$ cat src/rtl/swd_host.sv
// Serial Wire Debug initiator: runs one DP/AP transaction or a line-reset sequence,
// generating SWCLK and driving/sampling SWDIO through a split o/oe/i pad interface.
module swd_host #(
   parameter int CLK_DIV     = 2,
   parameter int IDLE_CYCLES = 8,
   parameter int LRST_ONES   = 56
) (
   input  logic        sys_clock,
   input  logic        reset,
   input  logic        start,
   input  logic        line_reset,
   input  logic        apndp,
   input  logic        rnw,
   input  logic [1:0]  addr,
   input  logic [31:0] wdata,
   output logic        busy,
   output logic        done,
   output logic [2:0]  ack,
   output logic [31:0] rdata,
   output logic        parity_err,
   output logic        swclk,
   output logic        swdio_o,
   output logic        swdio_oe,
   input  logic        swdio_i
);

   localparam int XFER_BITS = 46 + IDLE_CYCLES;
   localparam int LRST_BITS = LRST_ONES + 2;
   localparam int MAX_BITS  = (XFER_BITS > LRST_BITS) ? XFER_BITS : LRST_BITS;
   localparam int BW        = $clog2(MAX_BITS + 1);
   localparam int PW        = (CLK_DIV > 1) ? $clog2(CLK_DIV) : 1;

   localparam logic [PW-1:0] PH_LAST = PW'(CLK_DIV - 1);

   localparam logic [3:0] S_IDLE  = 4'd0;
   localparam logic [3:0] S_REQ   = 4'd1;
   localparam logic [3:0] S_TRN1  = 4'd2;
   localparam logic [3:0] S_ACK   = 4'd3;
   localparam logic [3:0] S_WTRN  = 4'd4;
   localparam logic [3:0] S_WDATA = 4'd5;
   localparam logic [3:0] S_RDATA = 4'd6;
   localparam logic [3:0] S_RTRN  = 4'd7;
   localparam logic [3:0] S_TAIL  = 4'd8;
   localparam logic [3:0] S_LRST  = 4'd9;

   // With no idle bits configured the data phase finishes straight into IDLE.
   localparam logic [3:0] S_POST = (IDLE_CYCLES > 0) ? S_TAIL : S_IDLE;

   logic [3:0]    r_state;
   logic [BW-1:0] r_bit;
   logic [PW-1:0] r_phase;
   logic          r_half;
   logic          r_swclk;
   logic          r_o;
   logic          r_oe;
   logic          r_done;
   logic [2:0]    r_ack;
   logic [31:0]   r_rdata;
   logic          r_perr;

   logic [7:0]    r_req;
   logic [31:0]   r_wdata;
   logic          r_rnw;
   logic [31:0]   r_rsh;

   logic [3:0]    w_nstate;
   logic [BW-1:0] w_nbit;
   logic          w_last;
   logic          w_acc_start;
   logic          w_rise;

   function automatic logic [BW-1:0] last_bit(input logic [3:0] st);
      case (st)
         S_REQ:            last_bit = BW'(7);
         S_ACK:            last_bit = BW'(2);
         S_WDATA, S_RDATA: last_bit = BW'(32);
         S_TAIL:           last_bit = BW'(IDLE_CYCLES - 1);
         S_LRST:           last_bit = BW'(LRST_ONES + 1);
         default:          last_bit = '0;
      endcase
   endfunction

   // Returns {oe, o} for the bit about to start; released bits park o high.
   function automatic logic [1:0] bit_out(input logic [3:0] st, input logic [BW-1:0] idx);
      bit_out = 2'b01;
      case (st)
         S_REQ:   bit_out = {1'b1, r_req[idx[2:0]]};
         S_WDATA: bit_out = {1'b1, idx[5] ? (^r_wdata) : r_wdata[idx[4:0]]};
         S_TAIL:  bit_out = 2'b10;
         S_LRST:  bit_out = {1'b1, (idx < BW'(LRST_ONES))};
         default: bit_out = 2'b01;
      endcase
   endfunction

   assign w_acc_start = (r_state == S_IDLE) && start && !line_reset;
   assign w_rise      = (r_state != S_IDLE) && (r_phase == PH_LAST) && !r_half;

   always_comb begin
      w_last   = (r_bit == last_bit(r_state));
      w_nstate = r_state;
      w_nbit   = r_bit + 1'b1;
      if (w_last) begin
         w_nbit = '0;
         case (r_state)
            S_REQ:   w_nstate = S_TRN1;
            S_TRN1:  w_nstate = S_ACK;
            S_ACK:   w_nstate = (r_ack == 3'b001) ? (r_rnw ? S_RDATA : S_WTRN) : S_RTRN;
            S_WTRN:  w_nstate = S_WDATA;
            S_WDATA: w_nstate = S_POST;
            S_RDATA: w_nstate = S_RTRN;
            S_RTRN:  w_nstate = S_POST;
            default: w_nstate = S_IDLE;
         endcase
      end
   end

   always_ff @(posedge sys_clock) begin
      if (w_acc_start) begin
         r_req   <= {1'b1, 1'b0, ^{apndp, rnw, addr}, addr[1], addr[0], rnw, apndp, 1'b1};
         r_wdata <= wdata;
         r_rnw   <= rnw;
      end
      if (w_rise && (r_state == S_RDATA) && !r_bit[5]) begin
         r_rsh <= {swdio_i, r_rsh[31:1]};
      end
   end

   always_ff @(posedge sys_clock or posedge reset) begin
      if (reset) begin
         r_state <= S_IDLE;
         r_bit   <= '0;
         r_phase <= '0;
         r_half  <= 1'b0;
         r_swclk <= 1'b0;
         r_o     <= 1'b1;
         r_oe    <= 1'b0;
         r_done  <= 1'b0;
         r_ack   <= '0;
         r_rdata <= '0;
         r_perr  <= 1'b0;
      end else begin
         r_done <= 1'b0;
         if (r_state == S_IDLE) begin
            r_phase <= '0;
            r_half  <= 1'b0;
            r_swclk <= 1'b0;
            r_bit   <= '0;
            if (line_reset) begin
               r_state <= S_LRST;
               r_oe    <= 1'b1;
               r_o     <= 1'b1;
            end else if (start) begin
               r_state <= S_REQ;
               r_oe    <= 1'b1;
               r_o     <= 1'b1;
               r_ack   <= '0;
               r_perr  <= 1'b0;
            end
         end else if (r_phase != PH_LAST) begin
            r_phase <= r_phase + 1'b1;
         end else begin
            r_phase <= '0;
            if (!r_half) begin
               // Low phase over: raise SWCLK and sample the target.
               r_half  <= 1'b1;
               r_swclk <= 1'b1;
               if (r_state == S_ACK) begin
                  r_ack <= {swdio_i, r_ack[2:1]};
               end
               if ((r_state == S_RDATA) && r_bit[5]) begin
                  r_rdata <= r_rsh;
                  r_perr  <= (^r_rsh) != swdio_i;
               end
            end else begin
               r_half  <= 1'b0;
               r_swclk <= 1'b0;
               r_state <= w_nstate;
               r_bit   <= w_nbit;
               if (w_nstate == S_IDLE) begin
                  r_done <= 1'b1;
                  r_oe   <= 1'b0;
                  r_o    <= 1'b1;
               end else begin
                  {r_oe, r_o} <= bit_out(w_nstate, w_nbit);
               end
            end
         end
      end
   end

   assign busy       = (r_state != S_IDLE);
   assign done       = r_done;
   assign ack        = r_ack;
   assign rdata      = r_rdata;
   assign parity_err = r_perr;
   assign swclk      = r_swclk;
   assign swdio_o    = r_o;
   assign swdio_oe   = r_oe;

endmodule

$ cat config.mk
export PLATFORM = sky130hd
export DESIGN_NAME = swd_host
export DESIGN_NICKNAME = d
export VERILOG_FILES = /design/src/rtl/swd_host.sv
export SDC_FILE = /design/constraint.sdc
export NUM_CORES = 1
export LEC_CHECK = 0
export ABC_CLOCK_PERIOD_IN_PS = 6300
export CAP_MARGIN = 20
export CORE_ASPECT_RATIO = 0.9
export CORE_UTILIZATION = 35
export DETAILED_ROUTE_END_ITERATION = 16
export PLACE_DENSITY = 0.62
export SYNTH_ARGS = -nofsm -noshare
export SYNTH_HDL_FRONTEND = slang
export SYNTH_SLANG_ARGS = --single-unit
$ cat constraint.sdc
create_clock -name sys_clock -period 6.3 [get_ports sys_clock]
set_clock_uncertainty 0.1 [all_clocks]
set_input_delay 1.26 -clock sys_clock [delete_from_list [all_inputs] [get_ports sys_clock]]
set_output_delay 1.26 -clock sys_clock [all_outputs]
set_load 0.03 [all_outputs]
; ---- After elaboration in Yosys (flattened, before gate mapping)
; Index checks and enable logic that the tools add are counted.
[op_classes]
eq_ne = 20
muxes = 51
addsub = 2
n_lt_le_gt_ge = 3
reduce_logical = 28
bitwise = 2
[ops]
columns = operator, count
row1 = 32-bit XOR reduction, 2
row2 = 1-bit two-way mux, 28
row3 = 4-bit two-way mux, 6
row4 = 6-bit two-way mux, 4
row5 = 4-bit case mux with 6 select lines, 1
row6 = 6-bit case mux with 4 select lines, 1
row7 = 4-bit by 3-bit == test with 1-bit output (second input constant), 5
row8 = 3-bit two-way mux, 6
row9 = 4-bit == test (second input constant), 4
row10 = 5-bit AND reduction, 2
row11 = 4-bit by 1-bit == test with 1-bit output (second input constant), 2
row12 = 4-bit by 2-bit == test with 1-bit output (second input constant), 2
row13 = 4-bit zero test, 2
row14 = 2-bit case mux with 4 select lines, 1
row15 = 2-bit nonzero test, 4
row16 = 1-bit logical AND, 7
row17 = 6-bit by 1-bit adder with 6-bit output (second input constant), 1
row18 = 6-bit == test, 1
row19 = 5-bit by 6-bit < comparator with 1-bit output (second input constant), 1
row20 = 6-bit < comparator (second input constant), 1
row21 = 2-bit OR reduction, 3
row22 = 1-bit binary-select mux with 5-bit select, 1
row23 = 3-bit by 4-bit < comparator with 1-bit output (second input constant), 1
row24 = 2-bit two-way mux, 2
row25 = 14 further kinds, 18
[totals]
wordCells = 120
ff_bits = 121
in_bits = 41
out_inout_bits = 41

; ---- Depth between registers and ports, before layout
; Gate-level depths: netlist (run 1).
[depth]
word_depth = 13
mapped_depth = 11
mapped_depth_nobuf = 9

; ---- Worst setup path after synthesis (run 1)
; OpenSTA, ideal clock, no wires.
[synth_timing]
kind = reg-to-reg
startpoint = register r_state[3]
endpoint = register r_ack[0], in the netlist ack[0]
t_arrival_ns = 5.091
path_stages_with_launch = 11
synth_period_minus_slack_ns = 5.273
path_slack_ns = 1.027
setup_time_ns = 0.083
required_ns = 6.117
n_path_buf = 2
cell_sequence = dfrtp_1 buf_2 clkbuf_1 or2_1 nor3_1 inv_2 nor3b_1 a21oi_1 nor4_2 nand3_1 o21ai_0
[synth_via]
elab_chain_len = 3
word_cells_on_any_way = 9
cone_classes = 4 x eq/ne / 1 x mux / 4 x reduce/logical
[synth_lines]
columns = element, line_no
row1 = start: declaration, 49  ; logic [3:0] r_state;
row2 = start signal: assignment, 177  ; r_state <= w_nstate;
row3 = 4-bit by 2-bit == test with 1-bit output / 4-bit zero test (equally long branches), "167, 143"
row4 = "2-bit nonzero test (no line), or another cell as far along", -
row5 = 5-bit AND reduction (no line), -
row6 = end signal: assignment, 168  ; r_ack <= {swdio_i, r_ack[2:1]};
row7 = end: declaration, 57  ; logic [2:0] r_ack;
; Parallel ways exist; a longest one is shown, timed or not.
; A chain may end at the register's enable or synchronous reset.

; ---- Worst setup path after layout (run 1)
[layout_timing]
startpoint = register r_state[0]
endpoint = output port busy
[layout_via]
elab_chain_len = 1
[layout_lines]
columns = element, line_no
row1 = 4-bit nonzero test, 191  ; assign busy = (r_state != S_IDLE);
row2 = end: declaration, 16  ; output logic busy,
; No other way between the ends.

==> out/results.ini, run 1 <==
[synthesis]
yosysMostFrequentCell = edfxtp_1
syn_nets = 471
yosysTopAreaCell = edfxtp_1
synth_common_cells = 69 x edfxtp_1, 58 x xnor2_1, 50 x dfrtp_1
netlist.area_leader.share_pct = 36.96
postSynth.asyncResetShare_pct = 42.50
ys_seq_area_share_pct = 59.74
ys_ff_latch = 120
ys_top_cells_by_area = edfxtp_1 37%, dfrtp_1 22%, xnor2_1 9.1%
yosysWarnings = 0
syn_inst = 429
syn_area_per_cell_um2 = 13.07
synth-edff-count = 69
syn-cell-area_um2 = 5607
synth_flop_cell = edfxtp_1
synth_cell_type_count = 57

[cts]
post-cts-setup-buffer-count = 0
clk_pin_slew_worst_paths_ns = 0.06
cts_tree = built
clkSinkCount = 120
clk_latency_ns = 0.41
cts_hold_buf = 0
root_buffer = clkbuf_16
postCtsResizedCells = 0
cts_buffer_depth = 2
cts_buffers = 17
cts_max_level = 4

[sta]
fin_tns_setup_ns = 0
fin_crit_ns = 3.888
tightest_slew_ns = 0.7805
rsz0062_at_grt = false
fin_crit_sh_pct = 61.71
hold_viol_final = 0
worst_slack_ns = 2.412
slew_headroom_pct = 47.79
setup_viol = 0
finalMaxSlewViolations = 0
fmax_mhz = 257.2

[setup_path]
worstSetupPathType = flop to output port
crit_fanout = 21
regToRegSetupSlack_ns = 2.82
r2r_cells = 9
crit_path_end_kind = output port
crit_required_ns = 4.94
startpoint_type = flop
r2r-end = swdio_o$_DFFE_PP1P_
reg2reg_from = r_bit[0]$_DFFE_PP0P_
crit_arrival_ns = 2.53

[placement]
dp_hpwl_mm = 8.346
place.port_buffers = 81
placed_cell_area_um2 = 6630
place_ws_ns = 2.811
place_congestion = 0.8577

[final_layout]
fin_area_um2 = 7191
fillers = 1399
fin_nets = 557
drive_gt1_share_pct = 16.10
utilization_pct = 46.25
areaGrowthSynthToFinish_pct = 28.25
antennaDiodeCount = 0

[floorplan]
initial_utilization_pct = 36.06
die_height_um = 122.1
pin_count = 82
die_x_um = 135.4
dieArea_um2 = 16530
coreArea_um2 = 15550
rows = 43

[global_route]
grt_overflow = 0
grt_max_degree = 52
grt_pass1_wl_mm = 19.57
antenna_found_initial = 0
grt_pass1_vias = 3709
grt.total_usage_pct = 15.83

[power_and_ir_drop]
leakagePower_nw = 2.645
vdd.ir_drop.worst_uv = 209.8
p_total_mw = 1.783
p_per_area_nw_per_um2 = 248.0

[route]
drtIter0Drc = 200
avgViaCountPerCell = 4.988
drt-wirelength-per-cell_um = 16.55
dr.pass1.iters = 5
vias = 3641
drt-total-wl_mm = 12.08
drc = 0
antenna_left = 0

[worst_hold_path]
min_from = r_rsh[7]$_DFFE_PP_
min_to = r_rsh[6]$_DFFE_PP_
hold_path_class = flop to flop
whs_path_depth = 0

[run]
maxCapViolCount = 0

[outcome]
status = completed

[worst max-delay path: stages, from the launching register on]
cell and delay, ns:
dfrtp_1 0.73, or2_1 0.26, nor3_1 0.06, buf_4 0.21, inv_2 0.15, clkdlybuf4s50_1 0.69
[layer usage]
| layer | wire (µm) | track usage, % | share of wire [%] |
|---|---|---|---|
| met1 | 5844 | 21.58 | 48 |
| met2 | 5661 | 23.43 | 47 |
| met3 | 495 | 5.035 | 4.1 |
| met4 | 82 | 5.969 | 0.68 |
| met5 | 0 | 0 | 0 |
[how the worst max path moves through the flow]
stage,from,to,slack (ns)
after floorplan,r_state[3]$_DFFE_PP0P_,ack[0]$_DFFE_PP0P_,1.03
after global routing,r_state[0]$_DFFE_PP0P_,busy,2.27
after global placement,r_state[0]$_DFFE_PP0P_,busy,2.88
after CTS,r_state[0]$_DFFE_PP0P_,busy,2.42
final,r_state[0]$_DFFE_PP0P_,busy,2.41
after detailed placement,r_bit[0]$_DFFE_PP0P_,swdio_o$_DFFE_PP1P_,2.81
[power breakdown]
part	switching, mW	internal (mW)
sequential	0.000970	0.831
clock	0.345	0.561
combinational	0.0174	0.0274
total	0.363	1.42
[registers in the layout, summed over array words and instances, names as in the netlist]
name and count:
rdata 32, parity_err 1, ack 3, swdio_oe 1, swdio_o 1, r_phase 1, r_wdata 32, swclk 1
r_bit 6, r_state 4, done 1, r_rsh 32, r_req 5
[stage by stage]
step / hold slack (ns) / std cells
finish: 0.3949 / 730
global route: 0.4104 / 730
CTS: 0.3988 / 730
detailed placement: 0.3857 / 698
global placement: 0.3811 / 698
floorplan: 0.3666 / 429
[cell usage in the layout, fill, tap and decap left out, drive strengths merged, types with 13 or more instances in the layout]
cell	count
clkbuf	21
edfxtp	69
mux2	35
nand2	13
o21ai	22
xor2	14
nand3	13
xnor2	58
dfrtp	50
clkdlybuf4s50	81
a21oi	19
nor2	26
[cells by family after synthesis]
logic type,count (synthesis),synth area share (%)
flops,120,59.74
simple gates,88,8.190
compound gates,73,8.503
xor+xnor,72,11.25
mux,43,9.574
buf+inv,31,2.343
fa+ha+maj,2,0.4017
[layout make-up]
type                            instances  area, µm²  share of cell area, %
Clock buffer                           21      460.4                  6.403
Tap cell                              202      252.7                  3.515
Clock inverter                         11      100.1                  1.392
Sequential cell                       120       3349                  46.58
Timing Repair Buffer                   87      855.8                  11.90
Multi-Input combinational cell        278       2131                  29.63
Inverter                               11      41.29                 0.5742
No activity file was read; power rests on OpenSTA's default activity.
==> inputs of run 2 (changes only) <==
- ABC_CLOCK_PERIOD_IN_PS: 6300 -> 3400
- PLACE_DENSITY: 0.62 -> 0.64
- clock period: 6.3 -> 3.4 ns (I/O delays scaled with it)
==> out/results.ini, run 2 (same netlist as run 1, synthesis figures left out) <==
[setup_path]
regToRegSetupSlack_ns = 0.33  ; -2.49 ns
r2r-end = swdio_o$_DFFE_PP1P_
reg2reg_from = r_state[2]$_DFFE_PP0P_
crit_path_end_kind = output port
slowest_stage = clkdlybuf4s50_1
max_stage_delay_ns = 0.72  ; about the same
worstSetupPathType = flop to output port
crit_required_ns = 2.62  ; -2.32 ns
startpoint_type = flop
crit_fanout = 18  ; -14%
crit_chain = or2_1, nor3_2, inv_2, clkdlybuf4s50_1
startpoint = r_state[3]$_DFFE_PP0P_
crit_arrival_ns = 2.35  ; -0.18 ns
r2r_cells = 8  ; -1

[cts]
clkSinkCount = 120  ; unchanged
cts_buffers = 17  ; unchanged
cts_tree = built
root_buffer = clkbuf_16
cts_hold_buf = 0  ; unchanged
clk_latency_ns = 0.41  ; about the same
post-cts-setup-buffer-count = 0  ; unchanged
cts_max_level = 4  ; unchanged
postCtsResizedCells = 0  ; unchanged
cts_buffer_depth = 2  ; unchanged
clk_pin_slew_worst_paths_ns = 0.06  ; about the same

[power_and_ir_drop]
leakagePower_nw = 2.726  ; +3.1%
vdd.ir_drop.worst_uv = 311.9  ; +49%
p_per_area_nw_per_um2 = 479.5  ; +93%

[worst_hold_path]
min_to = r_rsh[1]$_DFFE_PP_
whs_path_depth = 0  ; unchanged
min_from = r_rsh[2]$_DFFE_PP_
hold_path_class = flop to flop

[route]
avgViaCountPerCell = 4.973  ; -0.30%
vias = 3660  ; +0.52%
dr.pass1.iters = 4  ; -1
drc = 0  ; unchanged
drt-total-wl_mm = 11.97  ; -0.92%
drt-wirelength-per-cell_um = 16.26  ; -1.7%
antenna_left = 0  ; unchanged
drtIter0Drc = 271  ; +36%

[global_route]
grt_max_degree = 52  ; unchanged
grt_pass1_vias = 3582  ; -3.4%
grt.total_usage_pct = 15.72  ; -0.11 points
grt_pass1_wl_mm = 19.48  ; -0.46%
grt_overflow = 0  ; unchanged
antenna_found_initial = 0  ; unchanged

[placement]
dp_hpwl_mm = 8.260  ; -1.0%
place_congestion = 0.8579  ; about the same
place.port_buffers = 81  ; unchanged
placed_cell_area_um2 = 6694  ; +0.96%

[sta]
slew_headroom_pct = 59.47  ; +12 points
hold_viol_final = 0  ; unchanged
fin_crit_sh_pct = 92.20
hold_slack_ns = 0.3895  ; -0.005353 ns
rsz0062_at_grt = false
finalMaxSlewViolations = 0  ; unchanged
tightest_slew_ns = 0.6024  ; -0.1781 ns
fmax_mhz = 319.0
fin_tns_setup_ns = 0  ; unchanged
setup_viol = 0  ; unchanged
fin_crit_ns = 3.135

[outcome]
status = completed

[floorplan]
dieArea_um2 = 16530  ; unchanged
rows = 43  ; unchanged
die_height_um = 122.1  ; unchanged
initial_utilization_pct = 36.06  ; unchanged
pin_count = 82  ; unchanged
coreArea_um2 = 15550  ; unchanged
die_x_um = 135.4  ; unchanged

[final_layout]
fin_area_um2 = 7325  ; +1.9%
areaGrowthSynthToFinish_pct = 30.64
final_common_cell = clkdlybuf4s50_1
utilization_pct = 47.11  ; +0.86 points
fin_nets = 563  ; +1.1%
drive_gt1_share_pct = 17.23  ; +1.1 points
antennaDiodeCount = 0  ; unchanged
final_cell_mix = 81 x clkdlybuf4s50_1, 69 x edfxtp_1, 58 x xnor2_1

[run]
maxCapViolCount = 0  ; unchanged

-- run 2: cell count changes in the layout (fill, tap and decap cells not counted), sizes merged --
cell and delta:
clkbuf -3, bufinv +3, buf +6, clkinvlp -3, clkinv +1, inv +2
-- run 2: layout make-up --
type	instances	area, µm²
flip-flops and latches	120	3349
well taps	202	252.7
clock inverters	14	196.4
fillers	1358	8224
clock buffers	18	429.2
inverters	11	41.29
repair buffers	93	913.4
multi-input cells	278	2142
-- run 2: critical path, delay by kind of cell, from the launching register on --
kind          cells  cell delay, ns
buf+inv           2            0.88
simple gates      2            0.37
flops             1            0.70
-- run 2: per-layer routing --
layer  vias up  part of all wire, %  global-route usage [%]
li1       1747                    -                       -
met1      1827                   49                   22.20
met2        74                   46                   22.95
met3        12                  4.1                   4.078
met4         0                  1.3                   6.180
met5         -                    0                       0
-- run 2: per-stage QoR --
| stage | worst slack (ns) | std cells | power [mW] |
|---|---|---|---|
| after floorplan | 0.03262 | 429 | 1.594 |
| after global placement | 0.4630 | 704 | 1.656 |
| after detailed placement | 0.3844 | 704 | 1.657 |
| after CTS | 0.1845 | 736 | 3.547 |
| after global routing | 0.07833 | 736 | 3.624 |
| final | 0.2651 | 736 | 3.512 |
-- run 2: where the power goes --
part,total [mW],internal [mW],switching (mW)
sequential,1.54,1.54,0.00191
clock,1.88,1.23,0.654
combinational,0.0852,0.0527,0.0325
total,3.51,2.82,0.688
-- run 2: worst max path at each step --
stage / end / slack, ns / cells past startpoint
detailed placement: swdio_o$_DFFE_PP1P_ / 0.38 / 8
floorplan: ack[0]$_DFFE_PP0P_ / 0.03 / 10
global placement: swdio_o$_DFFE_PP1P_ / 0.46 / 8
CTS: busy / 0.18 / 4
finish: busy / 0.27 / 4
global route: swdio_o$_DFFE_PP1P_ / 0.08 / 8
